--- src/rtl/superscalar_ctrl_decode_if.sv ---
// Bundle-in / decoded-bundle-out handshake bus for superscalar_ctrl_decode.
// The master side feeds opcodes and takes results; the slave side is the decoder.
interface superscalar_ctrl_decode_if #(
  parameter int LANES = 2,
  parameter int OPC_W = 4
);
  logic                   in_valid;
  logic                   in_ready;
  logic [LANES-1:0]       in_lane_vld;
  logic [LANES*OPC_W-1:0] in_opcode;
  logic                   out_valid;
  logic                   out_ready;
  logic [LANES-1:0]       out_lane_vld;
  logic [LANES*16-1:0]    out_ctrl;
  logic [LANES-1:0]       out_illegal;

  modport master (
    output in_valid, in_lane_vld, in_opcode, out_ready,
    input  in_ready, out_valid, out_lane_vld, out_ctrl, out_illegal
  );

  modport slave (
    input  in_valid, in_lane_vld, in_opcode, out_ready,
    output in_ready, out_valid, out_lane_vld, out_ctrl, out_illegal
  );
endinterface

--- src/rtl/superscalar_ctrl_decode.sv ---
// Multi-lane opcode decoder with registered output and one-entry skid buffer.
// Latency 1 cycle; in_ready drops only when the skid entry is occupied.
module superscalar_ctrl_decode #(
  parameter int LANES           = 2,
  parameter int OPC_W           = 4,
  parameter int SQUASH_AFTER_BR = 1
) (
  input  logic                     clk,
  input  logic                     reset,
  input  logic                     flush,
  superscalar_ctrl_decode_if.slave bus
);

  typedef struct packed {
    logic [LANES-1:0]    lane_vld;
    logic [LANES*16-1:0] ctrl;
    logic [LANES-1:0]    illegal;
  } bundle_t;

  function automatic logic [15:0] decode_ctrl(input logic [3:0] op);
    logic [15:0] c;
    case (op)
      4'h1:    c = 16'h4001;
      4'h2:    c = 16'h4002;
      4'h3:    c = 16'h4004;
      4'h4:    c = 16'h4008;
      4'h5:    c = 16'h0010;
      4'h6:    c = 16'h0020;
      4'h7:    c = 16'h4040;
      4'h8:    c = 16'h4080;
      4'h9:    c = 16'h4100;
      4'hA:    c = 16'h4200;
      4'hB:    c = 16'h4400;
      4'hC:    c = 16'h8000;
      4'hD:    c = 16'h4800;
      4'hE:    c = 16'h1000;
      4'hF:    c = 16'h2000;
      default: c = 16'h0000;
    endcase
    return c;
  endfunction

  function automatic logic is_branch(input logic [3:0] op);
    return (op == 4'hC) || (op == 4'hE) || (op == 4'hF);
  endfunction

  logic [OPC_W-1:0] w_op [LANES];
  bundle_t          w_dec;
  logic             w_br_seen;
  logic             w_accept;
  logic             w_fire;

  bundle_t r_or;
  bundle_t r_sk;
  logic    r_or_vld;
  logic    r_sk_vld;

  for (genvar g = 0; g < LANES; g++) begin : g_op
    assign w_op[g] = bus.in_opcode[g*OPC_W +: OPC_W];
  end

  // Walk lanes oldest-first; once a legal branch is seen, younger lanes stay zero.
  always_comb begin
    w_dec     = '0;
    w_br_seen = 1'b0;
    for (int i = 0; i < LANES; i++) begin
      if (bus.in_lane_vld[i]) begin
        if ((w_op[i] >> 4) != '0) begin
          w_dec.illegal[i] = 1'b1;
        end else if (!w_br_seen) begin
          w_dec.lane_vld[i]        = 1'b1;
          w_dec.ctrl[i*16 +: 16]   = decode_ctrl(w_op[i][3:0]);
          if ((SQUASH_AFTER_BR != 0) && is_branch(w_op[i][3:0])) begin
            w_br_seen = 1'b1;
          end
        end
      end
    end
  end

  assign w_accept = bus.in_valid && !r_sk_vld;
  assign w_fire   = r_or_vld && bus.out_ready;

  always_ff @(posedge clk) begin
    if (reset) begin
      r_or_vld <= 1'b0;
      r_sk_vld <= 1'b0;
      r_or     <= '0;
      r_sk     <= '0;
    end else if (flush) begin
      r_or_vld <= 1'b0;
      r_sk_vld <= 1'b0;
    end else if (w_fire) begin
      // With SK occupied in_ready is low, so no accept can race the refill.
      if (r_sk_vld) begin
        r_or     <= r_sk;
        r_or_vld <= 1'b1;
        r_sk_vld <= 1'b0;
      end else if (w_accept) begin
        r_or     <= w_dec;
        r_or_vld <= 1'b1;
      end else begin
        r_or_vld <= 1'b0;
      end
    end else if (w_accept) begin
      if (!r_or_vld) begin
        r_or     <= w_dec;
        r_or_vld <= 1'b1;
      end else begin
        r_sk     <= w_dec;
        r_sk_vld <= 1'b1;
      end
    end
  end

  assign bus.in_ready     = !r_sk_vld;
  assign bus.out_valid    = r_or_vld;
  assign bus.out_lane_vld = r_or.lane_vld;
  assign bus.out_ctrl     = r_or.ctrl;
  assign bus.out_illegal  = r_or.illegal;

endmodule

--- src/flat_wrapper.sv ---
// flat-port wrapper written by rule: the top's interface ports become plain ports
module superscalar_ctrl_decode_flat 
#(
  parameter int LANES           = 2,
  parameter int OPC_W           = 4,
  parameter int SQUASH_AFTER_BR = 1
)
  (clk, reset, flush, bus_in_valid, bus_in_lane_vld, bus_in_opcode, bus_out_ready, bus_in_ready, bus_out_valid, bus_out_lane_vld, bus_out_ctrl, bus_out_illegal);
  superscalar_ctrl_decode_if #(.LANES(LANES), .OPC_W(OPC_W)) bus_i ();
  input  logic clk;
  input  logic reset;
  input  logic flush;
  input wire logic [$bits(bus_i.in_valid)-1:0] bus_in_valid;
  input wire logic [$bits(bus_i.in_lane_vld)-1:0] bus_in_lane_vld;
  input wire logic [$bits(bus_i.in_opcode)-1:0] bus_in_opcode;
  input wire logic [$bits(bus_i.out_ready)-1:0] bus_out_ready;
  output wire logic [$bits(bus_i.in_ready)-1:0] bus_in_ready;
  output wire logic [$bits(bus_i.out_valid)-1:0] bus_out_valid;
  output wire logic [$bits(bus_i.out_lane_vld)-1:0] bus_out_lane_vld;
  output wire logic [$bits(bus_i.out_ctrl)-1:0] bus_out_ctrl;
  output wire logic [$bits(bus_i.out_illegal)-1:0] bus_out_illegal;
  assign bus_i.in_valid = bus_in_valid;
  assign bus_i.in_lane_vld = bus_in_lane_vld;
  assign bus_i.in_opcode = bus_in_opcode;
  assign bus_i.out_ready = bus_out_ready;
  assign bus_in_ready = bus_i.in_ready;
  assign bus_out_valid = bus_i.out_valid;
  assign bus_out_lane_vld = bus_i.out_lane_vld;
  assign bus_out_ctrl = bus_i.out_ctrl;
  assign bus_out_illegal = bus_i.out_illegal;
  superscalar_ctrl_decode #(.LANES(LANES), .OPC_W(OPC_W), .SQUASH_AFTER_BR(SQUASH_AFTER_BR)) u_core (.clk(clk), .reset(reset), .flush(flush), .bus(bus_i));
endmodule
--- config.mk ---
export PLATFORM = sky130hd
export DESIGN_NAME = superscalar_ctrl_decode_flat
export DESIGN_NICKNAME = d
export VERILOG_FILES = /design/src/rtl/superscalar_ctrl_decode_if.sv /design/src/rtl/superscalar_ctrl_decode.sv /design/src/flat_wrapper.sv
export SDC_FILE = /design/constraint.sdc
export NUM_CORES = 1
export LEC_CHECK = 0
export CAP_MARGIN = 10
export CORE_AREA = 2 2 83 85
export CTS_CLUSTER_DIAMETER = 100
export DETAILED_ROUTE_END_ITERATION = 10
export DIE_AREA = 0 0 85 87
export PLACE_DENSITY = 0.86
export SYNTH_ARGS = -nofsm -noshare
export SYNTH_HDL_FRONTEND = slang
export SYNTH_SLANG_ARGS = --single-unit
--- constraint.sdc ---
create_clock -name clk -period 5.7 [get_ports clk]
set_input_delay 1.14 -clock clk [delete_from_list [all_inputs] [get_ports clk]]
set_output_delay 1.14 -clock clk [all_outputs]
set_load 0.01 [all_outputs]
==> results by group <==
Run status
  • Run status: complete, no violations

Finish
  • Post-route cell area: 3830 µm²
  • Commonest cells after routing, fill and taps aside: sky130_fd_sc_hd__dfxtp_1, sky130_fd_sc_hd__clkdlybuf4s50_1, sky130_fd_sc_hd__nand2_1, sky130_fd_sc_hd__a21oi_1, sky130_fd_sc_hd__nor2_1
  • Area added between synthesis and finish: 20.6%
  • Most frequent standard cell in the layout excluding fill and tap cells: sky130_fd_sc_hd__dfxtp_1
  • Count of inserted antenna diode cells: 0
  • Share of final-layout standard cells stronger than drive strength 1: 7.52%
  • Number of nets in the layout: 432
  • Number of standard cells in the layout, taps in and fillers out: 492

Yosys
  • Proportion of synthesized flip-flops having asynchronous set or reset: 0%
  • Leading post-synthesis cells by cell area: sky130_fd_sc_hd__dfxtp_1, sky130_fd_sc_hd__a21oi_1, sky130_fd_sc_hd__nand2_1, sky130_fd_sc_hd__nand3_1, sky130_fd_sc_hd__nor2_1
  • Number of synthesis warnings: 0
  • Synth Cell Area: 3180 µm²
  • Fraction of post-synthesis cell area in the top cell type by area: 44.1%
  • Cells after Synth: 380
  • Average cell area after synthesis: 8.36 µm²
  • Post-synthesis sequential area ratio: 44.1%
  • Number of synthesized register bits: 70
  • Yosys top cell by area: sky130_fd_sc_hd__dfxtp_1
  • Count of unique library cells instantiated by Yosys: 38
  • EDFF count, synth: 0
  • Primary FF master, synth: sky130_fd_sc_hd__dfxtp_1

Worst setup path
  • Worst Setup Start Kind: input port
  • Critical path peak fanout: 13
  • Cells along the critical path: clkdlybuf4s50_1 -> inv_1 -> ha_1 -> or3_4 -> a211oi_4 -> a32oi_1 -> a211oi_1
  • Cell with the largest stage delay on the worst path: sky130_fd_sc_hd__a211oi_4
  • Critical path endpoint category: flop
  • Bufs and invs on worst path: 2
  • Signal arrival time at the worst endpoint: 3.47 ns
  • Critical Path RT: 5.95 ns
  • Peak per-stage delay on the critical path: 0.58 ns
  • Worst setup path class: in -> reg
  • Crit path max-delay family: compound AO/OA/AOI/OAI gates

Min path
  • Type of the most critical hold path: reg -> reg

Routing
  • DRT antenna net count: 0
  • Routed vias: 2,921
  • Number of remaining DRC errors: 0
  • Detailed router's first-iteration violation count: 221
  • Vias per inst: 5.94
  • Iteration count of the initial detailed-routing pass: 5
  • Overall routed net length: 7580 µm
  • Average detailed-routed wire length per instance: 15.4 µm

Clock network
  • CTS tree: built
  • Root buffer cell: sky130_fd_sc_hd__clkbuf_8
  • Maximum clock path buffer count: 2
  • Cells resized by post-CTS repair: 0
  • Num CTS Buffers: 9
  • Buffer count from post-CTS setup fixing: 0
  • CTS H-tree lvls: 3
  • Clock transition at the register clock pins on the worst setup and hold paths after CTS: 0.08 ns
  • # hold bufs at CTS: 0
  • Clock latency reported for the late side of the worst-skew pair: 0.34 ns
  • Number of sinks on the clock net: 70

Floorplanning
  • Width of the die: 85 µm
  • Initial Utilization: 48.4%
  • Die boundary height: 87 µm
  • Number of placed I/O pins: 53
  • Area enclosed by the die boundary: 7400 µm²
  • Core Region: 6570 µm²
  • Row cnt: 30

Timing
  • Unrepaired setup endpoints after global routing: no
  • Post-layout minimum cycle time: 3.22 ns
  • Sum Neg Setup Slack: 0 ns
  • Share of the clock period used by the worst path: 56.5%
  • Maximum clock skew at final layout: 0.00953 ns
  • Max transition margin: 21.3%
  • Final Hold Vio Count: 0
  • Fmax: 311 MHz
  • Max-slew violation count: 0
  • Number of setup violations in the final report: 0
  • Transition time at the pin with the least slew margin: 1.18 ns

GRT
  • Initial antenna violation count: 0
  • Maximum number of pins on one net before global-route repair: 75
  • Via count of the first global-routing pass: 2,560
  • Aggregate global routing overflow: 0
  • Wire length of the first global-routing pass: 12,200 µm
  • All-layer global routing usage: 20.5%

Power and ir drop
  • Total power density per cell area: 275 nW/µm²
  • Worst ir drop on vdd: 160 µV
  • Static leakage: 0.00129 µW

Placement
  • Total placed instance area: 3630 µm²
  • Number of buffers added on ports: 50
  • Last weighted congestion value of the routability-driven placer: 0.830
  • Placed cell count: 476
  • HPWL Detailed: 4920 µm

Run
  • Max-cap violations: 0
[worst min-delay path, stage by stage, from the launching register on]
cell,delay [ns]
sky130_fd_sc_hd__dfxtp_1,0.31
sky130_fd_sc_hd__nand2_1,0.05
sky130_fd_sc_hd__a21oi_1,0.05
[logic make-up after synthesis]
| group | after synthesis | share of synthesized area, % |
|---|---|---|
| AND/OR/NAND/NOR | 157 | 23.9 |
| adder cells (fa/ha/maj) | 10 | 3.94 |
| buffers and inverters | 46 | 6.58 |
| flip-flops | 70 | 44.1 |
| multiplexers | 1 | 0.315 |
| other | 1 | 0.118 |
| AO/OA/AOI/OAI | 95 | 21.1 |
[cells in the mapped netlist, drive strengths merged (3+ instances only)]
cell and instances:
a211oi 19, a21oi 42, a221oi 12, a311oi 4, a32oi 8, and2 4, buf 18, clkbuf 21
dfxtp 70, ha 10, inv 7, nand2 43, nand3 28, nand3b 9, nand4 12, nor2 37
nor2b 3, nor3 14, o21ai 5
[area by class of cell]
class                           count  area (µm²)
Multi-Input combinational cell    265        1580
Tap cell                           80         100
Fill cell                         554        2740
Sequential cell                    70        1400
Timing Repair Buffer               54         526
Clock buffer                       10         138
Clock inverter                      6        61.3
Inverter                            7        26.3
[worst paths after layout]
kind / from / end / slack [ns] / cells after the start
max: bus_in_opcode[0] / u_core.bus.out_ctrl[17] / 2.48 / 7
min reg2reg: u_core.r_sk[34] / u_core.r_sk[34] / 0.45 / 2
min: u_core.r_sk[34] / u_core.r_sk[34] / 0.45 / 2
max reg2reg: u_core.r_sk_vld / u_core.bus.out_ctrl[17] / 3.59 / 4
[sequential cells by signal, indices dropped and copies added, names as in the netlist]
register / count
u_core.r_sk: 34
u_core.bus.out_valid: 1
u_core.bus.out_lane_vld: 2
u_core.bus.out_ctrl: 32
u_core.r_sk_vld: 1
[power by group]
part / switching (µW) / internal (µW) / total, µW / leakage [µW]
logic: 77.3 / 63.3 / 141 / 0.000622
registers: 9.57 / 506 / 515 / 0.000569
clock network: 186 / 212 / 398 / 0.000102
total: 273 / 781 / 1050 / 0.00129
[per-stage QoR]
stage / hold WS (ns) / total power [µW] / setup slack (ns) / utilization (%)
3_3_place_gp: 0.438 / 662 / 2.22 / 55.3
4_1_cts: 0.455 / 1050 / 2.47 / 58.3
6_report: 0.454 / 1050 / 2.48 / 58.3
3_5_place_dp: 0.445 / 667 / 2.12 / 55.3
2_1_floorplan: 0.432 / 607 / 2.98 / -
5_1_grt: 0.471 / 1100 / 2.36 / 58.3
[routing by layer]
layer	vias to the layer above	wire (µm)	global-route usage, %
met5	-	0	0
met4	0	119	7.79
met3	12	500	5.12
met2	109	3660	32.8
met1	1377	3300	26.8
li1	1423	-	-
No activity file was read; power rests on OpenSTA's default activity.
